--- src/rtl/cmp_debounce.sv ---
`default_nettype none
// ---------------------------------------------------------------------------
// cmp_debounce : hysteretic debounced alarm from comparator gt/lt/et flags
// Revision 1.0
// ---------------------------------------------------------------------------
module cmp_debounce #(
  parameter int DW = 4,
  parameter int EW = 8
) (
  input  logic          clk,
  input  logic          rst,
  input  logic          vld,
  input  logic          gt,
  input  logic          lt,
  input  logic          et,
  input  logic [DW-1:0] dbnc,
  output logic          alarm,
  output logic          alarm_rise,
  output logic          alarm_fall,
  output logic [EW-1:0] evt_cnt,
  output logic          err
);

  typedef enum logic [1:0] {
    LOW     = 2'd0,
    PEND_HI = 2'd1,
    HIGH    = 2'd2,
    PEND_LO = 2'd3
  } state_t;

  localparam logic [DW-1:0] RUN_ONE = DW'(1);
  localparam logic [EW-1:0] EVT_ONE = EW'(1);

  state_t        state, state_nxt;
  logic [DW-1:0] run, run_nxt;
  logic          alarm_nxt, rise_nxt, fall_nxt, err_nxt;
  logic [EW-1:0] evt_nxt;

  logic          legal;
  logic [DW-1:0] len;
  logic          len_one;
  logic [DW:0]   run_inc;
  logic          done;

  assign legal   = vld && ({gt, lt, et} == 3'b100 || {gt, lt, et} == 3'b010 ||
                           {gt, lt, et} == 3'b001);
  assign len     = (dbnc == '0) ? RUN_ONE : dbnc;
  assign len_one = (len == RUN_ONE);
  assign run_inc = {1'b0, run} + {{DW{1'b0}}, 1'b1};
  // Greater-or-equal so that lowering dbnc mid-run completes the transition.
  assign done    = (run_inc >= {1'b0, len});

  always_comb begin
    state_nxt = state;
    run_nxt   = run;
    err_nxt   = err | (vld && !legal);
    if (legal) begin
      case (state)
        LOW: begin
          if (gt) begin
            if (len_one) begin
              state_nxt = HIGH;
            end else begin
              state_nxt = PEND_HI;
              run_nxt   = RUN_ONE;
            end
          end
        end
        PEND_HI: begin
          if (gt) begin
            if (done) begin
              state_nxt = HIGH;
              run_nxt   = '0;
            end else begin
              run_nxt   = run_inc[DW-1:0];
            end
          end else begin
            state_nxt = LOW;
            run_nxt   = '0;
          end
        end
        HIGH: begin
          if (lt) begin
            if (len_one) begin
              state_nxt = LOW;
            end else begin
              state_nxt = PEND_LO;
              run_nxt   = RUN_ONE;
            end
          end
        end
        PEND_LO: begin
          if (lt) begin
            if (done) begin
              state_nxt = LOW;
              run_nxt   = '0;
            end else begin
              run_nxt   = run_inc[DW-1:0];
            end
          end else begin
            state_nxt = HIGH;
            run_nxt   = '0;
          end
        end
        default: begin
          state_nxt = LOW;
          run_nxt   = '0;
        end
      endcase
    end
    alarm_nxt = (state_nxt == HIGH) || (state_nxt == PEND_LO);
    rise_nxt  = (state_nxt == HIGH) && ((state == LOW) || (state == PEND_HI));
    fall_nxt  = (state_nxt == LOW)  && ((state == HIGH) || (state == PEND_LO));
    evt_nxt   = evt_cnt;
    if (rise_nxt && (evt_cnt != '1)) begin
      evt_nxt = evt_cnt + EVT_ONE;
    end
  end

  always_ff @(posedge clk) begin
    if (rst) begin
      state      <= LOW;
      run        <= '0;
      alarm      <= 1'b0;
      alarm_rise <= 1'b0;
      alarm_fall <= 1'b0;
      evt_cnt    <= '0;
      err        <= 1'b0;
    end else begin
      state      <= state_nxt;
      run        <= run_nxt;
      alarm      <= alarm_nxt;
      alarm_rise <= rise_nxt;
      alarm_fall <= fall_nxt;
      evt_cnt    <= evt_nxt;
      err        <= err_nxt;
    end
  end

endmodule
`default_nettype wire

--- config.mk ---
export PLATFORM = sky130hd
export DESIGN_NAME = cmp_debounce
export DESIGN_NICKNAME = d
export VERILOG_FILES = /design/src/rtl/cmp_debounce.sv
export SDC_FILE = /design/constraint.sdc
export NUM_CORES = 1
export LEC_CHECK = 0
export CAP_MARGIN = 40
export CORE_ASPECT_RATIO = 0.8
export CORE_UTILIZATION = 45
export DETAILED_ROUTE_END_ITERATION = 10
export PLACE_DENSITY = 0.79
export SYNTH_ARGS = -nofsm -noshare
export SYNTH_HDL_FRONTEND = slang
export SYNTH_SLANG_ARGS = --single-unit
--- constraint.sdc ---
create_clock -name clk -period 2.5 [get_ports clk]
set_input_delay 0.625 -clock clk [delete_from_list [all_inputs] [get_ports clk]]
set_output_delay 0.625 -clock clk [all_outputs]
set_load 0.03 [all_outputs]
## Word-level counts from Yosys, hierarchy flattened

Cells that the tools add are included.

- Memories: 0
- Register bits: 18
- Word-level logic and storage cells: 56
- Bits in latches: 0
- ROM bits: 0
- Memory bits (writable): 0

- Mux-type cells: 18
- Shifts and indexed selects: 0
- Div/mod/pow operators: 0
- $lt $le $gt $ge: 1
- Add/subtract/negate cells: 2
- Bitwise logic cells: 1
- Reductions and logical operators: 15
- Multiply operators: 0
- Eq/ne operators: 12

Operator list:

| cell | number |
|---|---|
| 4-bit 2-to-1 mux | 7 |
| 2-bit 2-to-1 mux | 9 |
| 4-bit case mux with 4 select lines | 1 |
| 8-bit by 1-bit adder with 8-bit output (second input constant) | 1 |
| 2-bit equality test (second input constant) | 4 |
| 8-bit != test (second input constant) | 1 |
| 2-bit case mux with 4 select lines | 1 |
| 4-bit by 1-bit adder with 5-bit output (second input constant) | 1 |
| 5-bit by 4-bit greater-or-equal comparator with 1-bit output | 1 |
| 1-bit logical AND | 5 |
| 1-bit logical OR | 5 |
| 4-bit by 1-bit equality test with 1-bit output (second input constant) | 1 |
| 2-bit logical NOT | 2 |
| 4-bit logical NOT | 1 |
| 2-bit != test (second input constant) | 2 |
| 3-bit by 1-bit equality test with 1-bit output (second input constant) | 1 |
| 3-bit by 2-bit equality test with 1-bit output (second input constant) | 1 |
| 3-bit equality test (second input constant) | 1 |
| 3-bit AND reduction | 1 |
| 2-bit by 1-bit equality test with 1-bit output (second input constant) | 1 |
| 1-bit logical NOT | 1 |
| 1-bit OR | 1 |

## Longest topological paths before layout

- Depth in word-level cells: 10
- Depth in mapped cells: 10
- Mapped depth without buffers: 9

## Least setup slack after synthesis

No wires, ideal clock.

- Kind: input to register
- Start point: input dbnc[1]
- End point: register evt_cnt[2]
- Arrival: 2.380 ns
- Path buffers: 0
- Slack: -0.001 ns
- Cell stages on the path: 9
- Cells stage by stage: nor3_1 or2_2 ha_1 nand2b_1 a31oi_1 o22a_1 nand2_1 and3_2 mux2_2

- Word-level cells in the longest chain between the ends: 10
- Elaborated cells on any way between the ends: 17

Ends and longest elaborated chain:

| what | RTL line | text |
|---|---|---|
| start, declared | 16 | `input logic [DW-1:0] dbnc,` |
| 4-bit logical NOT | 47 | `assign len = (dbnc == '0) ? RUN_ONE : dbnc;` |
| 4-bit 2-to-1 mux (*) | 47 |  |
| 5-bit by 4-bit greater-or-equal comparator with 1-bit output / 4-bit by 1-bit equality test with 1-bit output (equally long branches) | 51, 48 |  |
| 2-bit 2-to-1 mux (on tied branches) (2 in series) | n/a |  |
| 2-bit case mux with 4 select lines (*) | 58 | `case (state)` |
| 2-bit 2-to-1 mux (*) | 57 | `if (legal) begin` |
| 2-bit equality test (*) | 112 | `rise_nxt = (state_nxt == HIGH) && ((state == LOW) \|\| (state == PEND_HI));` |
| 1-bit logical AND (*) | 112 |  |
| 1-bit logical AND (*) | 115 | `if (rise_nxt && (evt_cnt != '1)) begin` |
| end signal, assigned | 135 | `evt_cnt <= evt_nxt;` |
| end, declared | 20 | `output logic [EW-1:0] evt_cnt,` |

Mark *: on every way between the ends. The rest lies on a longest branch, timed or not.
A chain may end at the register's enable or synchronous reset.

## Final worst setup path

- Start point: input lt
- End point: register evt_cnt[7]

- Word-level cells in the longest chain between the ends: 8
- Elaborated cells on any way between the ends: 13

Ends and longest elaborated chain:

| what | RTL line | text |
|---|---|---|
| start, declared | 14 | `input logic lt,` |
| 3-bit equality test / 3-bit by 2-bit equality test with 1-bit output (equally long branches) | 45 | `assign legal = vld && ({gt, lt, et} == 3'b100 \|\| {gt, lt, et} == 3'b010 \|\|` |
| 1-bit logical OR (2 in series) | 45 |  |
| 1-bit logical AND | 45 |  |
| 2-bit 2-to-1 mux (*) | 57 |  |
| 2-bit equality test (*) | 112 |  |
| 1-bit logical AND (*) | 112 |  |
| 1-bit logical AND (*) | 115 |  |

Marks and branches as above.

==> results list <==
- Clock skew on the completed layout was measured at 6.526 ps.
- First-iteration detailed-routing DRC count: 37
* Maximum vdd drop: 0.3756 mV
- The tool flagged a number of max-cap violations equal to 0.
- Yosys mapped a number of flops with a built-in enable equal to 0.
* Minimum setup slack among reg-to-reg paths: between 150 and 200 ps
- Fillers: roughly 190
- When the netlist entered floorplanning its net count stood at ~140.
- CTS tree: done
- In this run the tool buffered the top-level ports with 21 buffer cells.
- The detail route stage leaves a number of antenna-violating nets equal to 0.
* Clock network latency to the later pin of the worst-skew pair: 300 ps
- The floorplan step set the die height to 45.15 um.
- In this run, synthesis produced a sequential element count of 18.
* Count of different cell masters after synthesis: 37
- Prior to clock tree synthesis, the placed netlist has a worst setup slack of -598.7 ps.
- Via count of the first global-routing pass: between 900 and 1k
- Run status: finished, final reports clean
* Last weighted congestion value of the routability-driven placer: roughly 0.83
- The number of endpoints with negative hold slack in the final report was 0.
- Max Root-Sink Buffers: 2
- After detailed routing, the average wire length per cell comes to 13.64 um.
- Post-synth top area cell: sky130_fd_sc_hd__dfxtp_1
- Initial antenna violation count: 0
- Post-synthesis sequential area ratio: 34.41%
- Post-synthesis async set-or-reset flop share: 0%
* Number of core rows: 15
- In this run the worst path has a maximum fanout of 5.
- The die is between 50 and 60 um wide.
- For this block, the via count after detailed routing is 1,028.
- The worst setup path is launched from an input port.
* Remaining design rule violation count: 0
- Power spread over the standard cell area amounts to approximately 440 nW/um2.
* Synthesis-to-layout area growth: 39.55%
- The number of clock buffers added by TritonCTS is 3.
- Slew margin rel.: 67.57%
* Cell at the root of the clock tree: sky130_fd_sc_hd__clkbuf_4
- Antenna diode count: 0
- Number of synthesis warnings: 0
- After detailed routing, the number of vias per cell comes to 5.617.
- Each instance of the synthesized netlist takes up on average 8.312 um2.
* Worst min-delay path class: reg -> reg
- Yosys attributes the largest share of cell area to sky130_fd_sc_hd__dfxtp_1 34%, sky130_fd_sc_hd__ha_1 7.2%, sky130_fd_sc_hd__o21ai_0 5.3%.
- Core box area: between 2000 and 2500 um2
- In this run the number of H-tree levels came out at 1.
- The die covers about 2500 um2.
* RSZ-0062 raised after global routing: no
- The first global-routing pass estimated 4.278 mm of wire.
* Critical Setup Path Class: in -> reg
* Largest net degree at the start of global routing: 11
* Final Cycle Share: 96.19%
* Worst-case setup margin in the final layout: 95.30 ps
- Once the floorplan was initialized, standard cells occupied 48.10% of the core.
- Post-synthesis cell area: 1047 um2
- Critical Path AT: 2630 ps
* Max-slew violation count: 0
* Fraction of final layout cells sized beyond drive strength 1: 18.35%
- Global routing finished with a remaining overflow of 0.
* Dominant synthesized flop cell: sky130_fd_sc_hd__dfxtp_1
* CTS Hold Bufs: 0
- Final wirelength: 2.496 mm
- Peak Freq: 0.4159 GHz
* Top-area cell type share of the netlist area: approximately 34%
* Kind of capture point of the worst setup path: flop
- The tree built by TritonCTS fans out to 18 sinks.
- Pin placement for this block handled 22 I/O pins.
* Gate count after technology mapping: 126
- The first detailed-routing pass took 4 iterations.
* Least-Margin Pin Slew: between 400 and 500 ps
- Clock-pin slew was measured on the worst setup and hold paths at roughly 100 ps.
- In the global route stage, overall resource usage came out at 22.23%.
* Final Power: 645.9 uW
* Static leakage: 0.6426 nW
- Post-DP HPWL: approximately 1.7 mm
- The worst path needs 2405 ps of the cycle, external delays included.
* Data required time at the worst endpoint: 2730 ps
* Number of setup violations in the final report: 0
* Final #Nets: between 150 and 200
-- layer usage --
metal | vias to the layer above | track usage, % | wire (um)
li1 | 515 | - | -
met1 | 480 | 28.77 | 1198
met2 | 26 | 35.90 | 1153
met3 | 7 | 4.585 | 99
met4 | 0 | 11.71 | 44
met5 | - | 0 | 0
-- flip-flops by register name (all words and copies together), names as in the netlist --
name and flops:
alarm 1, alarm_fall 1, alarm_rise 1, err 1, evt_cnt 8, run 4, state 2
-- worst max-delay path, stage by stage --
cell	delay, ps
sky130_fd_sc_hd__clkdlybuf4s50_1	480
sky130_fd_sc_hd__o21ai_0	270
sky130_fd_sc_hd__o211ai_2	160
sky130_fd_sc_hd__a311oi_2	340
sky130_fd_sc_hd__a21bo_4	290
sky130_fd_sc_hd__or3_1	350
sky130_fd_sc_hd__a21oi_1	120
-- area by class of cell --
type	count	area [um2]	area share, %
multi-input combinational	98	713.2	48.80
timing repair buffer	33	301.5	20.63
clock buffer	4	36.28	2.483
sequential	18	360.3	24.66
tap	25	31.28	2.140
inverter	5	18.77	1.284
-- where the power goes --
| group | internal, mW | switching (mW) | leakage (nW) |
|---|---|---|---|
| sequential | 0.298 | 0.0139 | 0.146 |
| combinational | 0.0784 | 0.0766 | 0.475 |
| clock | 0.0888 | 0.0905 | 0.0210 |
-- kinds of logic (layout without fill, tap and decap cells) --
family	count (synthesis)	after routing	share of synthesized area [%]
buffers and inverters	11	42	4.778
AND/OR/NAND/NOR	47	47	23.89
AO/OA/AOI/OAI	33	34	19.71
adder cells (fa/ha/maj)	6	6	7.168
multiplexers	6	6	5.854
XOR/XNOR	5	5	4.182
flip-flops	18	18	34.41
-- placed cells by master, fill, tap and decap left out, types with 2 or more instances in the layout --
cell                              Yosys  final
sky130_fd_sc_hd__a21oi_1              9      8
sky130_fd_sc_hd__a22oi_1              2      2
sky130_fd_sc_hd__and3_1               4      4
sky130_fd_sc_hd__buf_4                0     12
sky130_fd_sc_hd__clkbuf_4             0      3
sky130_fd_sc_hd__clkdlybuf4s50_1      0     16
sky130_fd_sc_hd__dfxtp_1             18     18
sky130_fd_sc_hd__dlygate4sd2_1        0      3
sky130_fd_sc_hd__dlymetal6s2s_1       0      2
sky130_fd_sc_hd__ha_1                 6      5
sky130_fd_sc_hd__inv_1                5      5
sky130_fd_sc_hd__mux2i_1              5      5
sky130_fd_sc_hd__nand2_1              4      4
sky130_fd_sc_hd__nand3_1              6      6
sky130_fd_sc_hd__nor2_1              14     14
sky130_fd_sc_hd__nor2b_1              5      5
sky130_fd_sc_hd__nor3_1               3      2
sky130_fd_sc_hd__o21ai_0             11     11
sky130_fd_sc_hd__or3_1                4      4
sky130_fd_sc_hd__xnor2_1              2      2
sky130_fd_sc_hd__xor2_1               3      3
-- synthesized netlist by cell type (all sizes together), types with 2 or more instances --
cell / n
a31oi: 2
nand2: 4
nor3: 3
dfxtp: 18
mux2i: 5
inv: 5
and3: 5
o211ai: 2
ha: 6
nor2b: 5
a22oi: 2
nor2: 14
or3: 4
o21ai: 11
xor2: 3
clkbuf: 5
nand3: 6
xnor2: 2
a21oi: 9
-- per-stage QoR --
stage	utilization, %	TNS [ps]	hold slack (ps)	cell area [um2]	cells
after floorplan	-	0	494.8	1052	126
after global placement	61.44	-6183	453.5	1338	176
after detailed placement	61.44	-7541	465.8	1338	176
after CTS	66.09	0	488.7	1439	183
after global routing	67.13	0	552.1	1461	183
final	67.13	0	483.2	1461	183
-- path summary, 6_finish.rpt --
kind | depth (start not counted) | from | endpoint
hold reg to reg | 2 | err | err
setup / recovery | 7 | lt | evt_cnt[7]
hold / removal | 2 | err | err
setup reg to reg | 9 | run[0] | evt_cnt[2]
-- repair_timing --
item,in CTS,in global routing
setup buffers,2,0
pin swaps,6,1
gates cloned,1,0
resized for setup,10,5
setup endpoints to repair,14,8
Note: power is estimated with default switching activity, not from simulation.
